## src/rtl/lsu_pkg.sv

```systemverilog
// lsu_pkg: size encodings, FSM states and default RAM depth for the load/store unit
package lsu_pkg;
    localparam logic [1:0] SZ_BYTE = 2'b00;
    localparam logic [1:0] SZ_HALF = 2'b01;
    localparam logic [1:0] SZ_WORD = 2'b10;
    localparam logic [1:0] SZ_ILL  = 2'b11;
    localparam int RAM_AW_DEF = 16;
    typedef enum logic [1:0] {IDLE, READ, WRITE, RESP} state_e;
endpackage

```

## src/rtl/lsu_lane.sv

```systemverilog
// lsu_lane: byte/half lane extraction with sign/zero extension and lane merge for sub-word stores
module lsu_lane
    import lsu_pkg::*;
(
    input  logic [31:0] word_i,
    input  logic [1:0]  lane_i,
    input  logic [1:0]  size_i,
    input  logic        uns_i,
    input  logic [31:0] wdata_i,
    output logic [31:0] ext_o,
    output logic [31:0] merged_o
);
    logic [4:0]  sh;
    logic [31:0] lane;
    logic [31:0] mask;
    logic        sgn;

    // Lane offset is already aligned to the access size, so one shift serves every size
    assign sh       = {lane_i, 3'b000};
    assign lane     = word_i >> sh;
    assign mask     = size_i == SZ_BYTE ? 32'h0000_00FF : size_i == SZ_HALF ? 32'h0000_FFFF : 32'hFFFF_FFFF;
    assign sgn      = ~uns_i & (size_i == SZ_BYTE ? lane[7] : lane[15]);
    assign ext_o    = (lane & mask) | (~mask & {32{sgn}});
    assign merged_o = (word_i & ~(mask << sh)) | ((wdata_i & mask) << sh);
endmodule

```

## src/rtl/lsu.sv

```systemverilog
// lsu: byte-addressed load/store unit in front of a word RAM; LSU_MISALIGN_CHECK_EN turns misalignment into an error
module lsu
    import lsu_pkg::*;
#(
    parameter int RAM_AW = RAM_AW_DEF
) (
    input  logic        clk_i,
    input  logic        reset_ni,
    input  logic        req_valid_i,
    output logic        req_ready_o,
    input  logic        req_we_i,
    input  logic [1:0]  req_size_i,
    input  logic        req_unsigned_i,
    input  logic [31:0] req_addr_i,
    input  logic [31:0] req_wdata_i,
    output logic        rsp_valid_o,
    input  logic        rsp_ready_i,
    output logic [31:0] rsp_rdata_o,
    output logic        rsp_err_o,
    output logic        ram_we_o,
    output logic [31:0] ram_addr_o,
    output logic [31:0] ram_wdata_o,
    input  logic [31:0] ram_rdata_i
);
    state_e      state_q, state_d;
    logic        we_q, we_d, uns_q, uns_d, err_q, err_d;
    logic [1:0]  size_q, size_d;
    logic [31:0] addr_q, addr_d, wdata_q, wdata_d, rdata_q, rdata_d;
    logic        mis, req_err, ram_act;
    logic [1:0]  lo;
    logic [31:0] ext, merged;

`ifdef LSU_MISALIGN_CHECK_EN
    assign mis = (req_size_i == SZ_HALF && req_addr_i[0]) || (req_size_i == SZ_WORD && req_addr_i[1:0] != 2'b00);
`else
    assign mis = 1'b0;
`endif
    assign req_err = req_size_i == SZ_ILL || (|req_addr_i[31:RAM_AW+2]) || mis;
    assign lo      = req_size_i == SZ_WORD ? 2'b00 : req_size_i == SZ_HALF ? {req_addr_i[1], 1'b0} : req_addr_i[1:0];

    lsu_lane u_lane (
        .word_i  (ram_rdata_i),
        .lane_i  (addr_q[1:0]),
        .size_i  (size_q),
        .uns_i   (uns_q),
        .wdata_i (wdata_q),
        .ext_o   (ext),
        .merged_o(merged)
    );

    // RAM side is decoded from registered state only
    assign ram_act     = state_q == READ || state_q == WRITE;
    assign ram_we_o    = state_q == WRITE;
    assign ram_addr_o  = ram_act ? {2'b00, addr_q[31:2]} : '0;
    assign ram_wdata_o = ram_we_o ? wdata_q : '0;
    assign req_ready_o = state_q == IDLE && reset_ni;
    assign rsp_valid_o = state_q == RESP;
    assign rsp_rdata_o = rsp_valid_o ? rdata_q : '0;
    assign rsp_err_o   = rsp_valid_o & err_q;

    // Next state and request/response registers; sub-word stores reuse wdata_q for the merged word
    always_comb begin
        state_d = state_q;
        we_d    = we_q;
        uns_d   = uns_q;
        err_d   = err_q;
        size_d  = size_q;
        addr_d  = addr_q;
        wdata_d = wdata_q;
        rdata_d = rdata_q;
        case (state_q)
            IDLE: if (req_valid_i) begin
                we_d    = req_we_i;
                uns_d   = req_unsigned_i;
                size_d  = req_size_i;
                addr_d  = {req_addr_i[31:2], lo};
                wdata_d = req_wdata_i;
                rdata_d = '0;
                err_d   = req_err;
                state_d = req_err ? RESP : (req_we_i && req_size_i == SZ_WORD) ? WRITE : READ;
            end
            READ: begin
                wdata_d = we_q ? merged : wdata_q;
                rdata_d = we_q ? '0 : ext;
                state_d = we_q ? WRITE : RESP;
            end
            WRITE: state_d = RESP;
            RESP: if (rsp_ready_i) begin
                state_d = IDLE;
                err_d   = 1'b0;
                rdata_d = '0;
            end
        endcase
    end

    // State register; async reset discards any in-flight access and response
    always_ff @(posedge clk_i or negedge reset_ni) begin
        if (!reset_ni) begin
            state_q <= IDLE;
            we_q    <= 1'b0;
            uns_q   <= 1'b0;
            err_q   <= 1'b0;
            size_q  <= '0;
            addr_q  <= '0;
            wdata_q <= '0;
            rdata_q <= '0;
        end else begin
            state_q <= state_d;
            we_q    <= we_d;
            uns_q   <= uns_d;
            err_q   <= err_d;
            size_q  <= size_d;
            addr_q  <= addr_d;
            wdata_q <= wdata_d;
            rdata_q <= rdata_d;
        end
    end
endmodule

```

## config.mk

```make
export PLATFORM = sky130hd
export DESIGN_NAME = lsu
export DESIGN_NICKNAME = d
export VERILOG_FILES = /design/src/rtl/lsu_pkg.sv /design/src/rtl/lsu_lane.sv /design/src/rtl/lsu.sv
export SDC_FILE = /design/constraint.sdc
export NUM_CORES = 1
export LEC_CHECK = 0
export BUFFER_PORTS_ARGS = -buffer_cell sky130_fd_sc_hd__buf_2
export CORE_MARGIN = 1.5
export CORE_UTILIZATION = 45
export CTS_CLUSTER_DIAMETER = 50
export DETAILED_ROUTE_END_ITERATION = 7
export PLACE_DENSITY = 0.71
export SKIP_LAST_GASP = 1
export SLEW_MARGIN = 25
export SYNTH_ARGS = -nofsm -noshare
export SYNTH_HDL_FRONTEND = slang
export SYNTH_SLANG_ARGS = --single-unit
```

## constraint.sdc

```tcl
create_clock -name clk_i -period 5.4 [get_ports clk_i]
set_input_delay 0.81 -clock clk_i [delete_from_list [all_inputs] [get_ports clk_i]]
set_output_delay 0.81 -clock clk_i [all_outputs]
set_load 0.05 [all_outputs]
```

==> impl_metrics.env, run 1 <==
export IMPL_outcome="completed"
export IMPL_clkLatencyLatePin_ns=0.36
export IMPL_drtIter0Drc=636
export IMPL_synth_seq_cells=103
export IMPL_placementRows=42
export IMPL_p_per_area_nw_per_um2=759.9
export IMPL_dieHeight_um=118.5
export IMPL_critPathLaunchType="flip-flop"
export IMPL_syn_inst=631
export IMPL_final_common_cell="buf_2"
export IMPL_rsz0062_at_grt="false"
export IMPL_drc=0
export IMPL_dr_pass1_iters=5
export IMPL_wl_per_cell_um=19.23
export IMPL_cts_tree="done"
export IMPL_tightest_slew_ns=1.001
export IMPL_critPathMaxFanout=35
export IMPL_synth_seq_area_share_pct=42.96
export IMPL_placed_cell_area_um2=7091
export IMPL_clk_path_buf_depth=2
export IMPL_clock_fmax_ghz=0.3261
export IMPL_via_per_inst=5.843
export IMPL_vias=5738
export IMPL_core_um2=13140
export IMPL_stdcell_area_um2=7413
export IMPL_hp_class="input pin to async pin"
export IMPL_synth_cell_type_count=52
export IMPL_cts_root_buf="clkbuf_16"
export IMPL_layout_min_cycle_time_ns=3.067
export IMPL_cts_buffers=9
export IMPL_finalCritPeriodShare_pct=56.79
export IMPL_clock_sinks=103
export IMPL_drive_gt1_share_pct=33.50
export IMPL_totalWireLength_um=18890
export IMPL_fin_setup_tns_ns=0
export IMPL_synthFlopType="dfrtp_1"
export IMPL_antenna_found_initial=0
export IMPL_postRouteAntennaNets=0
export IMPL_start_util_pct=45.67
export IMPL_nFillCells=1186
export IMPL_drv_slew=0
export IMPL_grt_pass1_vias=5612
export IMPL_async_flop_share_pct=100.0
export IMPL_rr_startpoint="state_q[0]"
export IMPL_yosys_warnings=0
export IMPL_hpwl_um=14120
export IMPL_crit_required_ns=4.59
export IMPL_grt_use_total_pct=27.14
export IMPL_nets=910
export IMPL_place_gp_congestion=0.9411
export IMPL_syn_avg_cell_area_um2=9.508
export IMPL_cap_violations=0
export IMPL_dieWidth_um=118.5
export IMPL_synth_edf_count=0
export IMPL_rrSetupSlack_ns=2.36
export IMPL_startpoint="state_q[0]"
export IMPL_static_leakage_power_nw=3.548
export IMPL_arrival_ns=2.26
export IMPL_relSlewSlack_pct=33.14
export IMPL_grt_max_degree=57
export IMPL_crit_path_end_kind="output port"
export IMPL_htree_levels=3
export IMPL_layout_common_cells="buf_2 (200), dfrtp_1 (102), and2_1 (96), nand2_1 (58), o21ai_0 (51)"
export IMPL_io_buffers=201
export IMPL_finalClockSkew_ns=0.006210
export IMPL_ir_worst_vdd_v=0.0005032
export IMPL_worstRegToRegCells=7
export IMPL_syn_area_um2=6000
export IMPL_reg2reg_to="rdata_q[28]"
export IMPL_finalHoldViolCount=0
export IMPL_area_growth_pct=23.57
export IMPL_crit_end="ram_wdata_o[21]"
export IMPL_setup_viol_count_final=0
export IMPL_ios=204
export IMPL_clk_pin_slew_ns=0.07
export IMPL_cts_resized=0
export IMPL_antenna_cells=0
export IMPL_grt_pass1_wl_um=30220
export IMPL_die_area_um2=14030
export IMPL_post_cts_setup_buffer_count=0
export IMPL_overflow=0
export IMPL_worstSetupPathType="flip-flop to output port"
export IMPL_hold_buffers=0
[critical path, cell delays in order, from the launching register on]
cell     delay (ns)
dfrtp_1        0.40
inv_1          0.13
ha_1           0.82
and2_1         0.26
buf_2          0.27
[worst min path at each step]
stage / from / to / slack (ns)
final: reset_ni / rdata_q[25] / 0.48
after global routing: rdata_q[3] / rdata_q[3] / 0.51
after CTS: reset_ni / rdata_q[25] / 0.49
after detailed placement: rdata_q[14] / rdata_q[14] / 0.49
after global placement: addr_q[21] / addr_q[21] / 0.48
after floorplan: rdata_q[23] / rdata_q[23] / 0.46
[metrics by stage]
| stage | hold slack, ns | power [mW] | std cells | setup WS, ns | util, % |
|---|---|---|---|---|---|
| floorplan | 0.4581 | 4.070 | 632 | 2.843 | - |
| global placement | 0.4798 | 4.814 | 966 | 2.513 | 53.97 |
| detailed placement | 0.4880 | 4.895 | 966 | 2.388 | 53.97 |
| CTS | 0.4948 | 5.618 | 982 | 2.303 | 56.41 |
| global route | 0.5099 | 5.965 | 982 | 2.158 | 56.43 |
| finish | 0.4761 | 5.634 | 982 | 2.333 | 56.43 |
[layer usage]
metal  GRT usage, %  up-vias  wire length (um)
li1               -     2641                 -
met1          37.99     2740              7955
met2          41.21      326              8563
met3          6.178       31              1908
met4          10.17        0               459
met5              0        -                 0
[kinds of logic after synthesis]
logic type / Yosys count / share of synthesized area (%)
other: 1 / 0.06251
AND/OR/NAND/NOR: 217 / 19.77
buffers and inverters: 58 / 3.837
adder cells (fa/ha/maj): 5 / 1.043
flip-flops: 103 / 42.96
AO/OA/AOI/OAI: 192 / 22.15
multiplexers: 55 / 10.18
[synth_stat cells (all sizes together), types with 2 or more instances]
cell type    n  area [um^2]
a211o        7        61.31
a211oi       6        45.04
a21oi       31        155.2
a221o       11        110.1
a221oi       7        61.31
a22o        10        87.58
a22oi       11        82.58
a31oi        7        43.79
a32o         8        80.08
and2        96        600.6
and3         2        12.51
buf         10        50.04
clkbuf      40        150.1
dfrtp      103         2577
ha           5        62.56
inv          7        26.28
mux2        38        427.9
mux2i       16        160.2
nand2       58        217.7
nand2b       3        18.77
nand3        4        20.02
nand4        4        25.02
nor2        10        37.54
nor2b       14        87.58
nor3         7        40.04
nor4         3        18.77
o211ai       3        22.52
o21ai       52        260.2
o221ai       4        35.03
o22ai       15        93.84
o311ai       8        70.07
o31ai        3        22.52
or2          2        12.51
or3         13        86.33
[sequential cells by signal, indices dropped and copies added, names as in the netlist]
register	count
addr_q	32
rdata_q	32
err_q	1
we_q	1
uns_q	1
wdata_q	32
size_q	2
state_q	2
[power by group]
part           internal (mW)  switching, mW  total (mW)
clock network          0.411          0.301       0.712
logic                   1.04           2.42        3.46
registers               1.12          0.340        1.46
total                   2.57           3.06        5.63
[final cells by class]
class	instances	area [um^2]	share of cell area, %
inverters	8	30.03	0.4051
well taps	176	220.2	2.970
clock inverters	6	91.34	1.232
repair buffers	208	1061	14.31
clock buffers	10	229.0	3.089
flip-flops and latches	103	2579	34.78
multi-input cells	471	3203	43.21
No activity file was read; power rests on OpenSTA's default activity.
==> inputs of run 2 (changes only) <==
clock period = 2.9 ns   (was 5.4 ns; I/O delays follow)
==> run 2 against run 1 <==
Net effect:
- first-iteration DRC count decreased by 25%
- count of clock-buffer cells in the layout did not move
- design area up 0.84%
- flip-flop and latch count unchanged
- global-route usage grew 1.1 points
- clock skew grew 0.0027 ns
- sequential share of layout area decreased by 0.29 points
- register-to-register slack worse by 2.0 ns
- combinational power is 93% higher
- die area is the same
- sequential power is 79% higher
- critical path type unchanged
- critical endpoint is now ram_addr_o[3]
- largest cell class unchanged
==> impl_metrics.env, run 2 (synthesized netlist as in run 1, its figures left out) <==
export IMPL_outcome="completed"
export IMPL_worstSetupPathType="flip-flop to output port"
export IMPL_static_leakage_power_nw=3.586
export IMPL_grt_max_degree=51
export IMPL_cts_root_buf="clkbuf_16"
export IMPL_critPathLaunchType="flip-flop"
export IMPL_post_cts_setup_buffer_count=0
export IMPL_worstRegToRegCells=7
export IMPL_layout_common_cells="buf_2 (200), dfrtp_1 (102), and2_1 (96), nand2_1 (58), o21ai_0 (51)"
export IMPL_clock_sinks=103
export IMPL_path_buf_inv=2
export IMPL_path_cells="inv_1 > ha_1 > and2_1 > buf_2"
export IMPL_antenna_found_initial=0
export IMPL_reg2reg_to="rdata_q[28]"
export IMPL_ios=204
export IMPL_arrival_ns=2.13
export IMPL_clk_path_buf_depth=2
export IMPL_finalCritPeriodShare_pct=88.55
export IMPL_seq_area_um2=2579
export IMPL_cap_violations=0
export IMPL_placed_cell_area_um2=7178
export IMPL_combPwrFrac_pct=63.5
export IMPL_final_cell_count_no_fill=993
export IMPL_p_int_mw=4.733
export IMPL_switchingPower_mw=5.768
export IMPL_relSlewSlack_pct=44.64
export IMPL_postRouteAntennaNets=0
export IMPL_finalClockSkew_ns=0.008889
export IMPL_grt_pass1_wl_um=30810
export IMPL_layout_min_cycle_time_ns=2.568
export IMPL_stdcell_area_um2=7476
export IMPL_p_per_area_nw_per_um2=1405
export IMPL_drive_gt1_share_pct=34.15
export IMPL_finalHoldViolCount=0
export IMPL_nFillCells=1216
export IMPL_nets=921
export IMPL_drv_slew=0
export IMPL_grt_use_total_pct=28.24
export IMPL_cts_resized=0
export IMPL_clock_power_share_pct=11.5
export IMPL_htree_levels=3
export IMPL_final_common_cell="buf_2"
export IMPL_critPathMaxFanout=31
export IMPL_whs_ns=0.2881
export IMPL_cp_top_family="adder cells"
export IMPL_drtIter0Drc=478
export IMPL_final_util_pct=56.90
export IMPL_overflow=0
export IMPL_slowest_delay_ns=0.75
export IMPL_worstHoldStart="req_addr_i[1]"
export IMPL_hp_class="input pin to flip-flop"
export IMPL_area_growth_pct=24.61
export IMPL_cts_buffers=9
export IMPL_antenna_cells=0
export IMPL_totalWireLength_um=19410
export IMPL_via_per_inst=5.766
export IMPL_crit_path_end_kind="output port"
export IMPL_placementRows=42
export IMPL_dr_pass1_iters=5
export IMPL_wl_per_cell_um=19.55
export IMPL_dieWidth_um=118.5
export IMPL_slowest_stage="ha_1"
export IMPL_top_regs="addr_q: 32 flops, rdata_q: 32 flops, wdata_q: 32 flops"
export IMPL_min_to="addr_q[1]"
export IMPL_drc=0
export IMPL_hold_buffers=1
export IMPL_vias=5726
export IMPL_ir_worst_vdd_v=0.001066
export IMPL_clock_fmax_ghz=0.3894
export IMPL_pwr_share_seq_pct=25.0
export IMPL_cts_tree="done"
export IMPL_tightest_slew_ns=0.8287
export IMPL_io_buffers=201
export IMPL_place_gp_congestion=0.9157
export IMPL_placed_cells=976
export IMPL_fin_setup_tns_ns=0
export IMPL_swShare_pct=54.92
export IMPL_die_area_um2=14030
export IMPL_setup_viol_count_final=0
export IMPL_rsz0062_at_grt="false"
export IMPL_multi_input_area_um2=3201
export IMPL_clk_pin_slew_ns=0.08
export IMPL_core_um2=13140
export IMPL_hpwl_um=14500
export IMPL_rr_startpoint="state_q[0]"
export IMPL_rrSetupSlack_ns=0.41
export IMPL_clkLatencyLatePin_ns=0.36
export IMPL_dieHeight_um=118.5
export IMPL_grt_pass1_vias=5607
export IMPL_worstHoldPathCells=2
export IMPL_crit_required_ns=2.47
export IMPL_start_util_pct=45.67
[run 2: worst register-to-register path, stage by stage, from the launching register on]
cell and delay, ns:
dfrtp_1 0.39, inv_1 0.10, ha_1 0.27, nor2b_1 0.18, or3_1 0.37, or3_4 0.37
a2111oi_4 0.54, a221o_1 0.19
[run 2: final cells by class]
class | instances | area share, %
clock inverter | 6 | 0.7866
multi-input combinational | 471 | 42.81
sequential | 103 | 34.49
timing repair buffer | 219 | 15.50
clock buffer | 10 | 3.063
inverter | 8 | 0.4017
tap | 176 | 2.946
[run 2: worst max-delay path by stage]
stage | cells past startpoint | to | startpoint
CTS | 4 | ram_addr_o[3] | state_q[0]
global route | 4 | ram_addr_o[3] | state_q[0]
floorplan | 7 | rdata_q[24] | state_q[0]
global placement | 7 | rdata_q[24] | state_q[0]
detailed placement | 7 | rdata_q[31] | state_q[0]
finish | 4 | ram_addr_o[3] | state_q[0]
[run 2: power groups by stage]
| stage | Clock, mW | Combinational, mW | Sequential [mW] |
|---|---|---|---|
| global placement | 0 | 6.58 | 2.60 |
| global route | 1.30 | 7.18 | 2.70 |
| CTS | 1.23 | 6.67 | 2.60 |
| detailed placement | 0 | 6.64 | 2.62 |
| finish | 1.21 | 6.67 | 2.62 |
| floorplan | 0 | 5.17 | 2.41 |
[run 2: metrics by stage]
step	power [mW]	setup slack [ns]
2_1_floorplan	7.578	0.3595
3_3_place_gp	9.180	0.5498
3_5_place_dp	9.264	0.4446
4_1_cts	10.50	0.2820
5_1_grt	11.17	0.1145
6_report	10.50	0.3319
[run 2: metal layers]
metal	wire [um]	vias up	track usage, %
li1	-	2660	-
met1	8306	2752	37.94
met2	8854	277	43.10
met3	1818	37	9.797
met4	433	0	8.735
met5	0	-	0
